$ cat src/rtl/blink_sequencer.sv
// blink_sequencer: runs a bounded burst of on/off LED blinks under a
// start/busy/done handshake. The burst parameters are latched on start.
// A phase counter times each ON and OFF phase. A remaining-count register
// tracks the blinks that have not started yet.
module blink_sequencer #(
    parameter int unsigned CW = 8,
    parameter int unsigned NW = 4
) (
    input  logic          clk,
    input  logic          rst,
    input  logic          start_i,
    input  logic          abort_i,
    input  logic [CW-1:0] on_len_i,
    input  logic [CW-1:0] off_len_i,
    input  logic [NW-1:0] blinks_i,
    output logic          led_o,
    output logic          busy_o,
    output logic          done_o,
    output logic [NW-1:0] remaining_o
);

    typedef enum logic [1:0] {StIdle, StOn, StOff, StDone} state_e;

    state_e        state_q, state_d;
    logic [CW-1:0] cnt_q, cnt_d;
    logic [CW-1:0] on_len_q, on_len_d;
    logic [CW-1:0] off_len_q, off_len_d;
    logic [NW-1:0] rem_q, rem_d;
    logic          led_q, led_d;
    logic          busy_q, busy_d;
    logic          done_q, done_d;

    // Next-state logic. Outputs are decoded from the next state so they
    // can be registered alongside it.
    always_comb begin
        state_d   = state_q;
        cnt_d     = cnt_q;
        on_len_d  = on_len_q;
        off_len_d = off_len_q;
        rem_d     = rem_q;

        case (state_q)
            StIdle: begin
                if (start_i) begin
                    on_len_d  = on_len_i;
                    off_len_d = off_len_i;
                    if (blinks_i != '0) begin
                        state_d = StOn;
                        cnt_d   = on_len_i;
                        rem_d   = blinks_i - NW'(1);
                    end else begin
                        state_d = StDone;
                        cnt_d   = '0;
                        rem_d   = '0;
                    end
                end
            end
            StOn: begin
                if (abort_i) begin
                    state_d = StIdle;
                    cnt_d   = '0;
                    rem_d   = '0;
                end else if (cnt_q == '0) begin
                    state_d = StOff;
                    cnt_d   = off_len_q;
                end else begin
                    cnt_d = cnt_q - CW'(1);
                end
            end
            StOff: begin
                if (abort_i) begin
                    state_d = StIdle;
                    cnt_d   = '0;
                    rem_d   = '0;
                end else if (cnt_q == '0) begin
                    if (rem_q != '0) begin
                        state_d = StOn;
                        cnt_d   = on_len_q;
                        rem_d   = rem_q - NW'(1);
                    end else begin
                        state_d = StDone;
                    end
                end else begin
                    cnt_d = cnt_q - CW'(1);
                end
            end
            StDone: begin
                state_d = StIdle;
            end
            default: begin
                state_d = StIdle;
                cnt_d   = '0;
                rem_d   = '0;
            end
        endcase

        led_d  = (state_d == StOn);
        busy_d = (state_d == StOn) || (state_d == StOff);
        done_d = (state_d == StDone);
    end

    // State, counters, latched parameters and registered outputs.
    always_ff @(posedge clk or posedge rst) begin
        if (rst) begin
            state_q   <= StIdle;
            cnt_q     <= '0;
            on_len_q  <= '0;
            off_len_q <= '0;
            rem_q     <= '0;
            led_q     <= 1'b0;
            busy_q    <= 1'b0;
            done_q    <= 1'b0;
        end else begin
            state_q   <= state_d;
            cnt_q     <= cnt_d;
            on_len_q  <= on_len_d;
            off_len_q <= off_len_d;
            rem_q     <= rem_d;
            led_q     <= led_d;
            busy_q    <= busy_d;
            done_q    <= done_d;
        end
    end

    assign led_o       = led_q;
    assign busy_o      = busy_q;
    assign done_o      = done_q;
    assign remaining_o = rem_q;

endmodule

$ cat config.mk
export PLATFORM = sky130hd
export DESIGN_NAME = blink_sequencer
export DESIGN_NICKNAME = d
export VERILOG_FILES = /design/src/rtl/blink_sequencer.sv
export SDC_FILE = /design/constraint.sdc
export NUM_CORES = 1
export LEC_CHECK = 0
export ABC_AREA = 1
export CAP_MARGIN = 20
export CORE_ASPECT_RATIO = 1.25
export CORE_MARGIN = 2
export CORE_UTILIZATION = 50
export CTS_CLUSTER_SIZE = 12
export DETAILED_ROUTE_END_ITERATION = 7
export PLACE_DENSITY = 0.75
export SLEW_MARGIN = 20
export SYNTH_ARGS = -nofsm -noshare
export SYNTH_HDL_FRONTEND = slang
export SYNTH_SLANG_ARGS = --single-unit
export TNS_END_PERCENT = 50
$ cat constraint.sdc
create_clock -name clk -period 2.1 [get_ports clk]
set_input_delay 0.21 -clock clk [delete_from_list [all_inputs] [get_ports clk]]
set_output_delay 0.21 -clock clk [all_outputs]
set_load 0.005 [all_outputs]
### Yosys cells after proc, flatten, opt, wreduce, memory -nomap -nowiden

Index checks and enable logic that the tools add are counted.

| storage, ports and cells | value |
|---|---|
| register bits after elaboration | 33 |
| input bits | 24 |

| cells by class | value |
|---|---|
| $add $sub $neg | 3 |
| equality and inequality tests | 11 |
| multiplexer cells | 23 |
| reduce and logical (&&, ||, !) cells | 9 |

Operators by type and width:

| cell | number |
|---|---|
| $mux 8 | 7 |
| $mux 4 | 6 |
| $pmux 8 s3 | 1 |
| $mux 2 | 7 |
| $pmux 4 s3 | 1 |
| $eq 2x2->1 const B | 4 |
| $logic_not 8->1 | 1 |
| $pmux 2 s4 | 1 |
| $reduce_bool 4->1 | 2 |
| $sub 4x1->4 const B | 2 |
| $sub 8x1->8 const B | 1 |
| $ne 3x3->1 const B | 2 |
| $reduce_and 5->1 | 1 |
| $eq 2x1->1 const B | 2 |
| $ne 2x2->1 const B | 2 |
| $ne 4x4->1 const B | 1 |
| $reduce_and 3->1 | 1 |
| $reduce_bool 3->1 | 1 |
| $logic_not 2->1 | 1 |
| $reduce_and 2->1 | 1 |
| $logic_or 1x1->1 | 1 |

### Depth between registers and ports, before layout

| depth | value |
|---|---|
| depth in word-level cells | 7 |
| depth in mapped cells | 11 |
| gate-level depth less buffers | 11 |

### Worst setup path after synthesis

OpenSTA, ideal clock, no wires.

| timing path | value |
|---|---|
| path kind | register to register |
| start point | register cnt_q[0] |
| end point | register busy_q, in the netlist busy_o |
| library setup time | 113 ps |
| arrival | 1617 ps |
| required time | 1987 ps |
| slack | 370 ps |
| stages on the path, launching flop included | 11 |
| path buffers | 1 |
| period minus slack after synthesis | 1730 ps |
| cells stage by stage | dfrtp_1 inv_1 ha_1 nand2_1 nor2_2 nand2_4 buf_6 a21oi_1 o21ai_0 ha_1 inv_1 |

| between the ends | value |
|---|---|
| cells in the longest elaborated chain, start to end | 6 |
| elaborated cells on any way between the ends | 9 |
| those cells by class | eq/ne: 2; mux: 5; reduce/logical: 2 |

RTL lines:

| what | line | RTL |
|---|---|---|
| from (decl) | 25 | `logic [CW-1:0] cnt_q, cnt_d;` |
| from (signal assigned) | 115 | `cnt_q <= cnt_d;` |
| $logic_not 8->1 * | 63, 75 |  |
| $mux 2, on equally long branches | 75, 63 |  |
| $mux 2, on equally long branches | 71, 59 |  |
| $pmux 2 s4 * | 42 | `case (state_q)` |
| named net state_d[0] | 24 | `state_e state_q, state_d;` |
| $eq 2x1->1 / $eq 2x2->1 (equally long branches) | 98 | `busy_d = (state_d == StOn) \|\| (state_d == StOff);` |
| $logic_or 1x1->1 * | 98 |  |
| named net busy_d | 30 | `logic busy_q, busy_d;` |
| to (signal assigned) | 120 | `busy_q <= busy_d;` |
| to (decl) | 30 |  |

The timed path passes the listed nets; every way through them passes the cells marked *.
A chain may end at the register's enable or synchronous reset.

### Worst setup path after layout

Ends and elaborated chain as after synthesis.

==> results.cfg <==
[global_route]
antenna_found_initial = 0
grt_max_degree = 34
track_usage_pct = 20.8
grt_pass1_vias = 1703
grt_overflow = 0
grt_pass1_wl_um = 7420

[cts]
cts_tree = done
cts_sinks = 33
cts_root_buf = clkbuf_8
post-cts-setup-buffer-count = 0
holdBufCountCts = 0
htree_levels = 2
cts_max_path_buffers = 2
clock_latency_ns = 0.29
cts_resized = 0
cts_buffers = 5
clkSlewWorstSetupHoldPaths_ns = 0.07

[detailed_routing]
dr.pass1.iters = 4
routed_via_density = 4.93
vias = 1784
ant_nets = 0
drc = 0
drt_wl_total_um = 4250
routedWlPerCell_um = 11.7
drt-initial-drc-count = 61

[cells_and_area]
area_growth_pct = 23.5
nFillCells = 380
final_common_cell = nand2_1
multi_input_area_mm2 = 0.00107
drive_gt1_share_pct = 17.3
final_cell_mix = 57 x nand2_1, 35 x inv_1, 34 x nor2_1
nNetsFinal = 339
diodes = 0
stdcell_count = 362
seqCellArea_um2 = 826

[power_and_ir_drop]
comb_power_share_pct = 50.2
p_per_area_mw_per_mm2 = 1410
peakVddDrop_uv = 687
switching_share_pct = 42.7
p_seq_share_pct = 32.6
p_clk_share_pct = 17.2
p_int_mw = 2.08
power.switching_mw = 1.55
leakagePower_nw = 1.26

[die]
ios = 31
start_util_pct = 51.6
die_x_um = 61.7
core_mm2 = 0.00403
die_y_um = 76.1
die_area_mm2 = 0.00470
rows = 26

[sta]
relSlewSlack_pct = 68.8
fmax_ghz = 0.518
finClkSkew_ns = 0.00273
rsz0062_at_grt = false
setup_viol = 0
tightestPinTransition_ns = 0.466
slew_violations = 0
fin_crit_ns = 1.93
finalCritPeriodShare_pct = 91.9
finalSetupTns_ns = 0
final-hold-violation-count = 0

[worst_setup_path]
critPathRequiredTime_ns = 2.33
cpPeakStageDelay_ns = 0.43
path_class = flip-flop to flip-flop
crit_buf_inv = 3
worstSetupStartpointType = flip-flop
cpMaxStageDelayCell = dfrtp_1
endpoint_kind = flip-flop
path_max_fanout = 14
critical_path.cell_chain = inv_1 -> ha_1 -> nand2_1 -> nor2_2 -> nand2_4 -> inv_2 -> o21ai_0 -> o21ai_0 -> ha_1 -> inv_1
arrival_ns = 2.16
cp_top_family = adder cells

[logic_synthesis]
ys_seq_elements = 33
syn_inst = 269
synth-simple-area-share_pct = 27.2
synthTopCellsByArea = dfrtp_1 40%, nand2_1 10%, inv_1 6.3%
synth_top_area_share_pct = 39.7
synth_top_family_by_area = simple AND/OR/NAND/NOR gates
synth_seq_area_share_pct = 39.7
syn-num-nets = 303
synth_warnings = 0
synth-xor-area-share_pct = 0.842
synth_compound_area_share_pct = 14.1
synth.avg_cell_area_um2 = 7.74
netlist-cell-type-count = 28
synth.largest_area_cell = dfrtp_1
synth_mux_area_share_pct = 3.25
syn-cell-area_mm2 = 0.00208
synthAdderAreaFrac_pct = 6.01

[run]
cap_viol_max_count = 0

[placement]
dp_cells = 354
port_buffers = 30
place_hpwl_um = 3290
gp_congestion = 0.832

[hold_path]
hp-class = primary input to asynchronous set/reset pin

[run_status]
status = complete, no violations
-- cell usage after synthesis, drive strengths merged --
| master | instances |
|---|---|
| clkbuf | 1 |
| nand4 | 1 |
| nand3 | 18 |
| a31oi | 1 |
| ha | 10 |
| nor3 | 1 |
| buf | 3 |
| dfrtp | 33 |
| xor2 | 2 |
| nor2 | 43 |
| nand2 | 64 |
| a21oi | 21 |
| mux2 | 6 |
| o22ai | 1 |
| inv | 41 |
| o21ai | 23 |
-- per-layer routing --
layer / vias to the layer above / GRT usage (%) / part of all wire [%]
li1: 921 / - / -
met1: 820 / 26.3 / 45
met2: 33 / 33.2 / 50
met3: 10 / 4.92 / 2.7
met4: 0 / 8.72 / 2.0
met5: - / 0 / 0
-- cell families (layout without fill, tap and decap cells) --
family / after synthesis / in the layout
fa+ha+maj: 10 / 10
buf+inv: 45 / 82
xor+xnor: 2 / 2
flops: 33 / 33
compound gates: 46 / 46
mux: 6 / 6
simple gates: 127 / 127
-- state kept, by name, summed over array words and instances, names as in the netlist --
signal / count
led_o: 1
on_len_q: 8
busy_o: 1
state_q: 2
cnt_q: 8
done_o: 1
remaining_o: 4
off_len_q: 8
-- tightest hold or removal path, stage by stage --
cell	delay (ns)
clkdlybuf4s50_1	0.39
inv_1	0.05
buf_4	0.36
-- area by class of cell --
type	instances	share of cell area [%]
clock buffers	6	3.21
clock inverters	2	1.46
repair buffers	33	12.6
well taps	56	2.73
flip-flops and latches	33	32.1
inverters	41	6.19
multi-input cells	191	41.7
-- power by group through the flow --
stage / logic (mW) / clock network (mW) / registers (mW)
floorplan: 1.36 / 0 / 1.14
finish: 1.82 / 0.623 / 1.18
global placement: 1.77 / 0 / 1.18
global route: 2.07 / 0.663 / 1.23
CTS: 1.83 / 0.637 / 1.18
detailed placement: 1.81 / 0 / 1.19
-- final timing paths --
check | start | endpoint | slack [ns] | depth (start not counted)
min in group clk | on_len_q[6] | on_len_q[6] | 0.49 | 2
hold / removal | rst | led_o | 0.30 | 3
setup reg to reg | cnt_q[0] | busy_o | 0.17 | 10
max in group asynchronous | rst | remaining_o[1] | 1.49 | 3
hold reg to reg | on_len_q[6] | on_len_q[6] | 0.49 | 2
setup / recovery | cnt_q[0] | busy_o | 0.17 | 10
-- metrics by stage --
| stage | hold WS [ns] | utilization, % | total power [mW] | setup slack, ns | cell area [um2] |
|---|---|---|---|---|---|
| finish | 0.304 | 63.7 | 3.63 | 0.169 | 2570 |
| global route | 0.397 | 63.7 | 3.97 | 0.00539 | 2570 |
| CTS | 0.319 | 63.6 | 3.65 | 0.175 | 2570 |
| detailed placement | 0.474 | 60.6 | 3.01 | 0.189 | 2450 |
| global placement | 0.466 | 60.6 | 2.95 | 0.249 | 2450 |
| floorplan | 0.339 | - | 2.50 | 0.370 | 2080 |
Note: power is estimated with default switching activity, not from simulation.
